--- src/rtl/adder_pkg.sv ---
// Shared definitions for the serial chunk adder: controller state encoding
// and default operand/chunk widths.
package adder_pkg;

    typedef enum logic [1:0] {
        IDLE = 2'd0,
        RUN  = 2'd1,
        DONE = 2'd2
    } state_t;

    localparam int DEFAULT_WIDTH = 16;
    localparam int DEFAULT_CHUNK = 4;

endpackage

--- src/rtl/chunk_ripple_adder.sv ---
// Combinational CHUNK-bit ripple-carry adder built from per-bit full adders.
// Also exposes the carry into the MSB so the caller can derive signed overflow.
module chunk_ripple_adder #(
    parameter int CHUNK = 4
) (
    input  logic [CHUNK-1:0] a,
    input  logic [CHUNK-1:0] b,
    input  logic             cin,
    output logic [CHUNK-1:0] s,
    output logic             cout,
    output logic             cmsb
);

    logic [CHUNK:0] c;

    assign c[0] = cin;

    for (genvar i = 0; i < CHUNK; i++) begin : g_fa
        assign s[i]   = a[i] ^ b[i] ^ c[i];
        assign c[i+1] = (a[i] & b[i]) | (c[i] & (a[i] ^ b[i]));
    end

    assign cout = c[CHUNK];
    assign cmsb = c[CHUNK-1];

endmodule

--- src/rtl/serial_chunk_adder.sv ---
// Multi-cycle adder that sums WIDTH-bit operands CHUNK bits per clock.
// Optional subtract mode is enabled by defining SERIAL_ADDER_SUB_EN.
module serial_chunk_adder
    import adder_pkg::*;
#(
    parameter int WIDTH = DEFAULT_WIDTH,
    parameter int CHUNK = DEFAULT_CHUNK
) (
    input  logic             clk,
    input  logic             rst_n,
    input  logic             start,
`ifdef SERIAL_ADDER_SUB_EN
    input  logic             sub,
`endif
    input  logic [WIDTH-1:0] a,
    input  logic [WIDTH-1:0] b,
    input  logic             c_in,
    output logic             busy,
    output logic             done,
    output logic [WIDTH-1:0] sum,
    output logic             carry,
    output logic             overflow
);

    localparam int N     = WIDTH / CHUNK;
    localparam int IDX_W = (N > 1) ? $clog2(N) : 1;
    localparam logic [IDX_W-1:0] LAST_IDX = IDX_W'(N - 1);

    if (WIDTH % CHUNK != 0) begin : g_cfg_check
        $error("serial_chunk_adder: WIDTH must be an integer multiple of CHUNK");
    end

    state_t           state;
    logic [IDX_W-1:0] idx;
    logic [WIDTH-1:0] a_lat;
    logic [WIDTH-1:0] b_lat;
    logic             carry_run;
    logic             accept;
    logic [WIDTH-1:0] b_eff;
    logic             cin_eff;
    logic [CHUNK-1:0] a_chunk;
    logic [CHUNK-1:0] b_chunk;
    logic [CHUNK-1:0] chunk_sum;
    logic             chunk_cout;
    logic             chunk_cmsb;

`ifdef SERIAL_ADDER_SUB_EN
    // Subtraction is a + ~b + 1, so the final carry reads as "no borrow".
    assign b_eff   = sub ? ~b : b;
    assign cin_eff = sub ? 1'b1 : c_in;
`else
    assign b_eff   = b;
    assign cin_eff = c_in;
`endif

    assign accept  = start && ((state == IDLE) || (state == DONE));
    assign a_chunk = a_lat[idx*CHUNK +: CHUNK];
    assign b_chunk = b_lat[idx*CHUNK +: CHUNK];

    chunk_ripple_adder #(
        .CHUNK (CHUNK)
    ) u_chunk (
        .a    (a_chunk),
        .b    (b_chunk),
        .cin  (carry_run),
        .s    (chunk_sum),
        .cout (chunk_cout),
        .cmsb (chunk_cmsb)
    );

    // Operand latches and running carry carry no reset; they are only read in RUN.
    always_ff @(posedge clk) begin
        if (accept) begin
            a_lat     <= a;
            b_lat     <= b_eff;
            carry_run <= cin_eff;
        end else if (state == RUN) begin
            carry_run <= chunk_cout;
        end
    end

    // busy/done are registered from the previous state, so done appears the
    // cycle after the final chunk is written and never overlaps busy.
    always_ff @(posedge clk) begin
        if (!rst_n) begin
            state    <= IDLE;
            idx      <= '0;
            busy     <= 1'b0;
            done     <= 1'b0;
            sum      <= '0;
            carry    <= 1'b0;
            overflow <= 1'b0;
        end else begin
            busy <= (state == RUN);
            done <= (state == DONE);
            case (state)
                IDLE, DONE: begin
                    if (accept) begin
                        idx   <= '0;
                        state <= RUN;
                    end else begin
                        state <= IDLE;
                    end
                end
                RUN: begin
                    sum[idx*CHUNK +: CHUNK] <= chunk_sum;
                    idx <= idx + 1'b1;
                    if (idx == LAST_IDX) begin
                        carry    <= chunk_cout;
                        overflow <= chunk_cout ^ chunk_cmsb;
                        idx      <= '0;
                        state    <= DONE;
                    end
                end
                default: state <= IDLE;
            endcase
        end
    end

endmodule

--- config.mk ---
export PLATFORM = sky130hd
export DESIGN_NAME = serial_chunk_adder
export DESIGN_NICKNAME = d
export VERILOG_FILES = /design/src/rtl/adder_pkg.sv /design/src/rtl/chunk_ripple_adder.sv /design/src/rtl/serial_chunk_adder.sv
export SDC_FILE = /design/constraint.sdc
export NUM_CORES = 1
export LEC_CHECK = 0
export CELL_PAD_IN_SITES_DETAIL_PLACEMENT = 1
export CELL_PAD_IN_SITES_GLOBAL_PLACEMENT = 2
export CORE_ASPECT_RATIO = 0.75
export CORE_UTILIZATION = 25
export CTS_CLUSTER_DIAMETER = 40
export CTS_CLUSTER_SIZE = 10
export DETAILED_ROUTE_END_ITERATION = 16
export GPL_ROUTABILITY_DRIVEN = 1
export PLACE_DENSITY = 0.63
export SLEW_MARGIN = 30
export SYNTH_ARGS = -nofsm -noshare
export SYNTH_HDL_FRONTEND = slang
export SYNTH_SLANG_ARGS = --single-unit
--- constraint.sdc ---
create_clock -name clk -period 3.9 [get_ports clk]
set_input_delay 0.975 -clock clk [delete_from_list [all_inputs] [get_ports clk]]
set_output_delay 0.975 -clock clk [all_outputs]
set_load 0.01 [all_outputs]
# == Yosys cells after proc, flatten, opt, wreduce, memory -nomap -nowiden ==
# Cells that the tools add are included.
# totals
reg_bits,57
latchBits,0
mem_bits_rw,0
mem_bits_ro,0
inputBits,36
out_inout_bits,20
word_cells,59
n_memories,0
# op_classes
n_addsub,2
n_mul,0
div_mod_pow,0
order_cmp,0
eq_ne,5
shifts,4
n_mux,9
bitwise,21
reduce_logical,8
# op_table
cell,count
negation 4 -> 34 bit,1
"variable shift 4 x 34 -> 16 bit, first input constant",1
indexed part select 4 x 34 -> 16 bit,1
indexed part select 16 x 5 -> 4 bit,2
bitwise mux 16 bit,1
XOR 1 bit,9
bitwise AND 1 bit,8
case mux 2 bit (2 select lines),2
2-to-1 mux 2 bit,3
"equality test 2 bit, second input constant",2
bitwise OR 1 bit,4
AND reduction 2 bit,2
nonzero test 2 bit,2
2-to-1 mux 1 bit,3
"adder 2 x 1 -> 2 bit, second input constant",1
"equality test 2 x 1 -> 1 bit, second input constant",1
zero test 2 bit,1
"!= test 2 x 1 -> 1 bit, second input constant",1
"!= test 2 bit, second input constant",1
OR reduction 2 bit,1
logical AND 1 bit,1
logical OR 1 bit,1

# == Logic depth before layout (Yosys ltp) ==
# logic_depth
depth_word,12
mapped_depth,13
mapped_depth_nobuf,12

# == Modules after synthesis ==
# From an unflattened synthesis, not the netlist that was laid out.
# hier_totals
hier_cells,161
hier_area_um2,2332.2
# modules_own_cells
mod,instances,cells_per_inst,area_per_inst_um2,seq_area_each_um2
serial_chunk_adder,1,149,2222.1,1471.4
chunk_ripple_adder,1,12,110.1,0.0

# == Worst setup path before layout ==
# Ideal clock, no wire load.
# synth_path
kind,register to register
from,register idx[0]
to,register sum[7]
setup_time_ps,92
arrival_ps,2835
required_ps,3808
slack_ps,973
path_stages_with_launch,13
n_path_buf,1
synth_period_minus_slack_ps,2927
cell_sequence,dfxtp_1 -> buf_6 -> mux4_2 -> inv_1 -> fa_1 -> inv_1 -> fa_1 -> inv_1 -> fa_1 -> inv_1 -> fa_1 -> nand2_1 -> o32ai_1
# synth_between
elab_chain_len,11
word_cells_on_any_way,23
classes_between,1 x add/sub; 4 x shift; 1 x mux; 17 x bitwise
# synth_rtl
item,line,text
start: declaration,serial_chunk_adder.sv:34,logic [IDX_W-1:0] idx;
start signal: assignment,serial_chunk_adder.sv:107,idx <= idx + 1'b1;
indexed part select 16 x 5 -> 4 bit (on tied branches),"serial_chunk_adder.sv:57, serial_chunk_adder.sv:58",
XOR 1 bit,"chunk_ripple_adder.sv:19, chunk_ripple_adder.sv:20",
bitwise AND 1 bit,chunk_ripple_adder.sv:20,assign c[i+1] = (a[i] & b[i]) | (c[i] & (a[i] ^ b[i]));
bitwise OR 1 bit,chunk_ripple_adder.sv:20,
bitwise AND 1 bit,chunk_ripple_adder.sv:20,
bitwise OR 1 bit,chunk_ripple_adder.sv:20,
bitwise AND 1 bit,chunk_ripple_adder.sv:20,
bitwise OR 1 bit,chunk_ripple_adder.sv:20,
XOR 1 bit,chunk_ripple_adder.sv:19,assign s[i] = a[i] ^ b[i] ^ c[i];
indexed part select 4 x 34 -> 16 bit,serial_chunk_adder.sv:106,sum[idx*CHUNK +: CHUNK] <= chunk_sum;
bitwise mux 16 bit (*),serial_chunk_adder.sv:106,
end signal: indexed assignment,serial_chunk_adder.sv:106,
end: declaration,serial_chunk_adder.sv:20,"output logic [WIDTH-1:0] sum,"
# Every way passes the cells marked *; elsewhere a longest branch is shown, timed or not.
# A chain may end at the register's enable or synchronous reset.

# == Worst setup path in the final report ==
# Ends and elaborated chain as after synthesis.

==> results.py <==
metrics = {
    "critical_path": {
        "cpMostUsedCell": "fa_1",
        "cp_slowest_cell": "dfxtp_1",
        "regToRegSetupSlack_ns": 0.80,
        "endpoint_kind": "register",
        "cp_data_arrival_time_ns": 3.33,
        "critical_path.cell_chain": "buf_4, mux4_2, fa_1, inv_1, fa_1, inv_1, fa_1, nand2_1, o32ai_1",
        "cp_max_fo": 9,
        "required_ns": 4.13,
        "worstReg2RegStart": "idx[0]",
        "reg2reg_to": "sum[7]",
        "critPathLaunchType": "register",
        "crit_path_max_incr_delay_ns": 0.58,
        "path_class": "reg -> reg",
        "reg2reg_depth": 9,
    },
    "sta": {
        "tns_ns": 0,
        "relSlewSlack_pct": 59.1,
        "hold_viol": 0,
        "skew_ns": 0.00612,
        "min_period_ns": 3.10,
        "rsz0062_at_grt": "no",
        "setup_violations": 0,
        "setup_slack_ns": 0.802,
        "max_freq_mhz": 323,
        "finalCritPeriodShare_pct": 79.4,
        "slew_viol_final": 0,
        "tightestPinTransition_ns": 0.611,
        "hold_ws_ns": 0.472,
    },
    "synth": {
        "yosysSeqAreaShare_pct": 64.0,
        "avgSynthCellArea_um2": 14.0,
        "syn_inst": 164,
        "yosysTopAreaCellShare_pct": 43.1,
        "synth_fp_nets": 210,
        "synth_cell_types": 30,
        "yosysWarnings": 0,
        "yosys.area.top_type": "edfxtp_1",
        "synthTopCellsByCount": "edfxtp_1 (33), nand2_1 (26), dfxtp_1 (24), inv_1 (11)",
        "synth_area_leaders": "edfxtp_1 (43%), dfxtp_1 (21%), mux4_2 (7.8%)",
        "yosysMostFrequentCell": "edfxtp_1",
        "synthArstFlopShare_pct": 0,
        "synth_edf_count": 33,
        "synth_ff_type": "edfxtp_1",
        "synthesis.area_um2": 2300,
        "ys_ff_latch": 57,
    },
    "drt": {
        "drt_drc_violations_left": 0,
        "dr.pass1.iters": 5,
        "wl_per_cell_um": 15.1,
        "ant_nets": 0,
        "wirelength_mm": 5.16,
        "first_iter_violations": 13,
        "viasPerCell": 4.36,
        "num_vias": 1491,
    },
    "min_path": {
        "worstHoldEndpoint": "sum[2]",
        "holdPathStages": 2,
        "hold_start": "sum[2]",
        "min_path_type": "reg -> reg",
    },
    "cts": {
        "clk_pin_slew_worst_paths_ns": 0.05,
        "cts_sinks": 57,
        "cts_root_buf": "clkbuf_16",
        "postCtsSetupRepairBufs": 0,
        "cts_hold_buf": 0,
        "h-tree-depth": 3,
        "clock_latency_ns": 0.33,
        "cts_max_path_buffers": 2,
        "cts_made_buffers": 9,
        "cts_tree": "done",
        "cts_resized": 0,
    },
    "global_routing": {
        "antenna_found_initial": 0,
        "grt.overflow.total": 0,
        "grt_pass1_vias": 1612,
        "grt_pass1_wl_mm": 8.38,
        "grt_max_degree": 34,
        "grt_use_total_pct": 12.2,
    },
    "floorplanning": {
        "dieHeight_um": 85.0,
        "boundaryPins": 56,
        "rows": 29,
        "start_util_pct": 26.5,
        "die_w_um": 113,
        "coreArea_um2": 8670,
        "dieArea_um2": 9590,
    },
    "final_layout": {
        "diodes": 0,
        "final_nets": 275,
        "area_delta_synth_final_pct": 44.9,
        "drive_gt1_share_pct": 12.0,
    },
    "run_status": {
        "status": "completed",
    },
    "place": {
        "dp_hpwl_mm": 3.81,
        "post-place-ws_ns": 0.758,
        "place.gp.congestion": 0.701,
        "port_buffers": 55,
    },
    "job": {
        "drv_cap": 0,
    },
    "pwr": {
        "p_per_area_nw_per_um2": 530,
        "p_total_w": 0.00176,
        "ir_drop_uv": 262,
        "leakage_nw": 1.20,
    },
}
worst max-delay path, delay by kind of cell (launching register included):
family,cells,cell delay [ns]
mux,1,0.53
buf+inv,3,0.40
simple gates,1,0.10
fa+ha+maj,3,1.09
compound gates,1,0.29
flops,1,0.58
per-stage QoR:
step	util [%]	area [um2]	instances
3_3_place_gp	34.4	2980	326
3_5_place_dp	34.4	2980	326
6_report	38.4	3330	342
2_1_floorplan	-	2300	164
5_1_grt	38.4	3330	342
4_1_cts	38.4	3330	342
layer usage:
layer / vias to the layer above / track usage, % / part of all wire [%] / routed length (um)
met1: 701 / 15.5 / 50 / 2560
met2: 50 / 17.9 / 42 / 2180
met3: 10 / 4.86 / 6.1 / 317
met4: 0 / 6.18 / 2.0 / 103
li1: 730 / - / - / -
met5: - / 0 / 0 / 0
worst max-delay path by stage:
stage	start	endpoint	slack [ns]	cells after the start
after CTS	idx[0]	sum[7]	0.74	9
final	idx[0]	sum[7]	0.80	9
after floorplan	idx[0]	sum[7]	0.97	12
after detailed placement	idx[0]	sum[7]	0.76	9
after global routing	idx[0]	sum[7]	0.55	9
after global placement	idx[0]	sum[7]	0.84	9
placed cells by master, fill, tap and decap left out, drive strengths merged:
| cell type | n |
|---|---|
| clkdlybuf4s50 | 55 |
| edfxtp | 33 |
| nand2 | 27 |
| dfxtp | 24 |
| inv | 11 |
| clkbuf | 11 |
| mux4 | 8 |
| o32ai | 8 |
| o22ai | 8 |
| ha | 6 |
| and2 | 5 |
| nand2b | 4 |
| fa | 4 |
| buf | 4 |
| nand3 | 3 |
| bufinv | 3 |
| nor2b | 2 |
| nor2 | 2 |
| a21boi | 2 |
| nor3 | 2 |
| clkinv | 2 |
| or2b | 1 |
| nor3b | 1 |
| nand3b | 1 |
| mux2i | 1 |
| xnor2 | 1 |
| and3 | 1 |
| nand4 | 1 |
| and3b | 1 |
| o21ai | 1 |
| o21a | 1 |
cells by family (layout without fill, tap and decap cells):
family,count (synthesis),count (layout),share of synthesized area [%]
buf+inv,16,86,3.10
flops,57,57,64.0
compound gates,20,20,6.42
simple gates,51,51,11.1
mux,9,9,8.27
fa+ha+maj,10,10,6.75
xor+xnor,1,1,0.381
registers in the layout (all words and copies together), names as in the netlist:
signal     flops
b_lat         16
carry          1
sum           16
done           1
overflow       1
busy           1
state          2
carry_run      1
a_lat         16
idx            2
report_power, final:
| group | total (W) | switching (W) | internal (W) |
|---|---|---|---|
| logic | 0.000170 | 0.0000834 | 0.0000866 |
| clock network | 0.000906 | 0.000267 | 0.000640 |
| registers | 0.000687 | 0.0000146 | 0.000672 |
| total | 0.00176 | 0.000365 | 0.00140 |
layout make-up:
class | count | area, um2
Fill cell | 904 | 5340
Sequential cell | 57 | 1470
Multi-Input combinational cell | 91 | 756
Timing Repair Buffer | 59 | 581
Clock buffer | 11 | 243
Tap cell | 108 | 135
Clock inverter | 5 | 103
Inverter | 11 | 41.3
(Power assumes the default switching activity.)
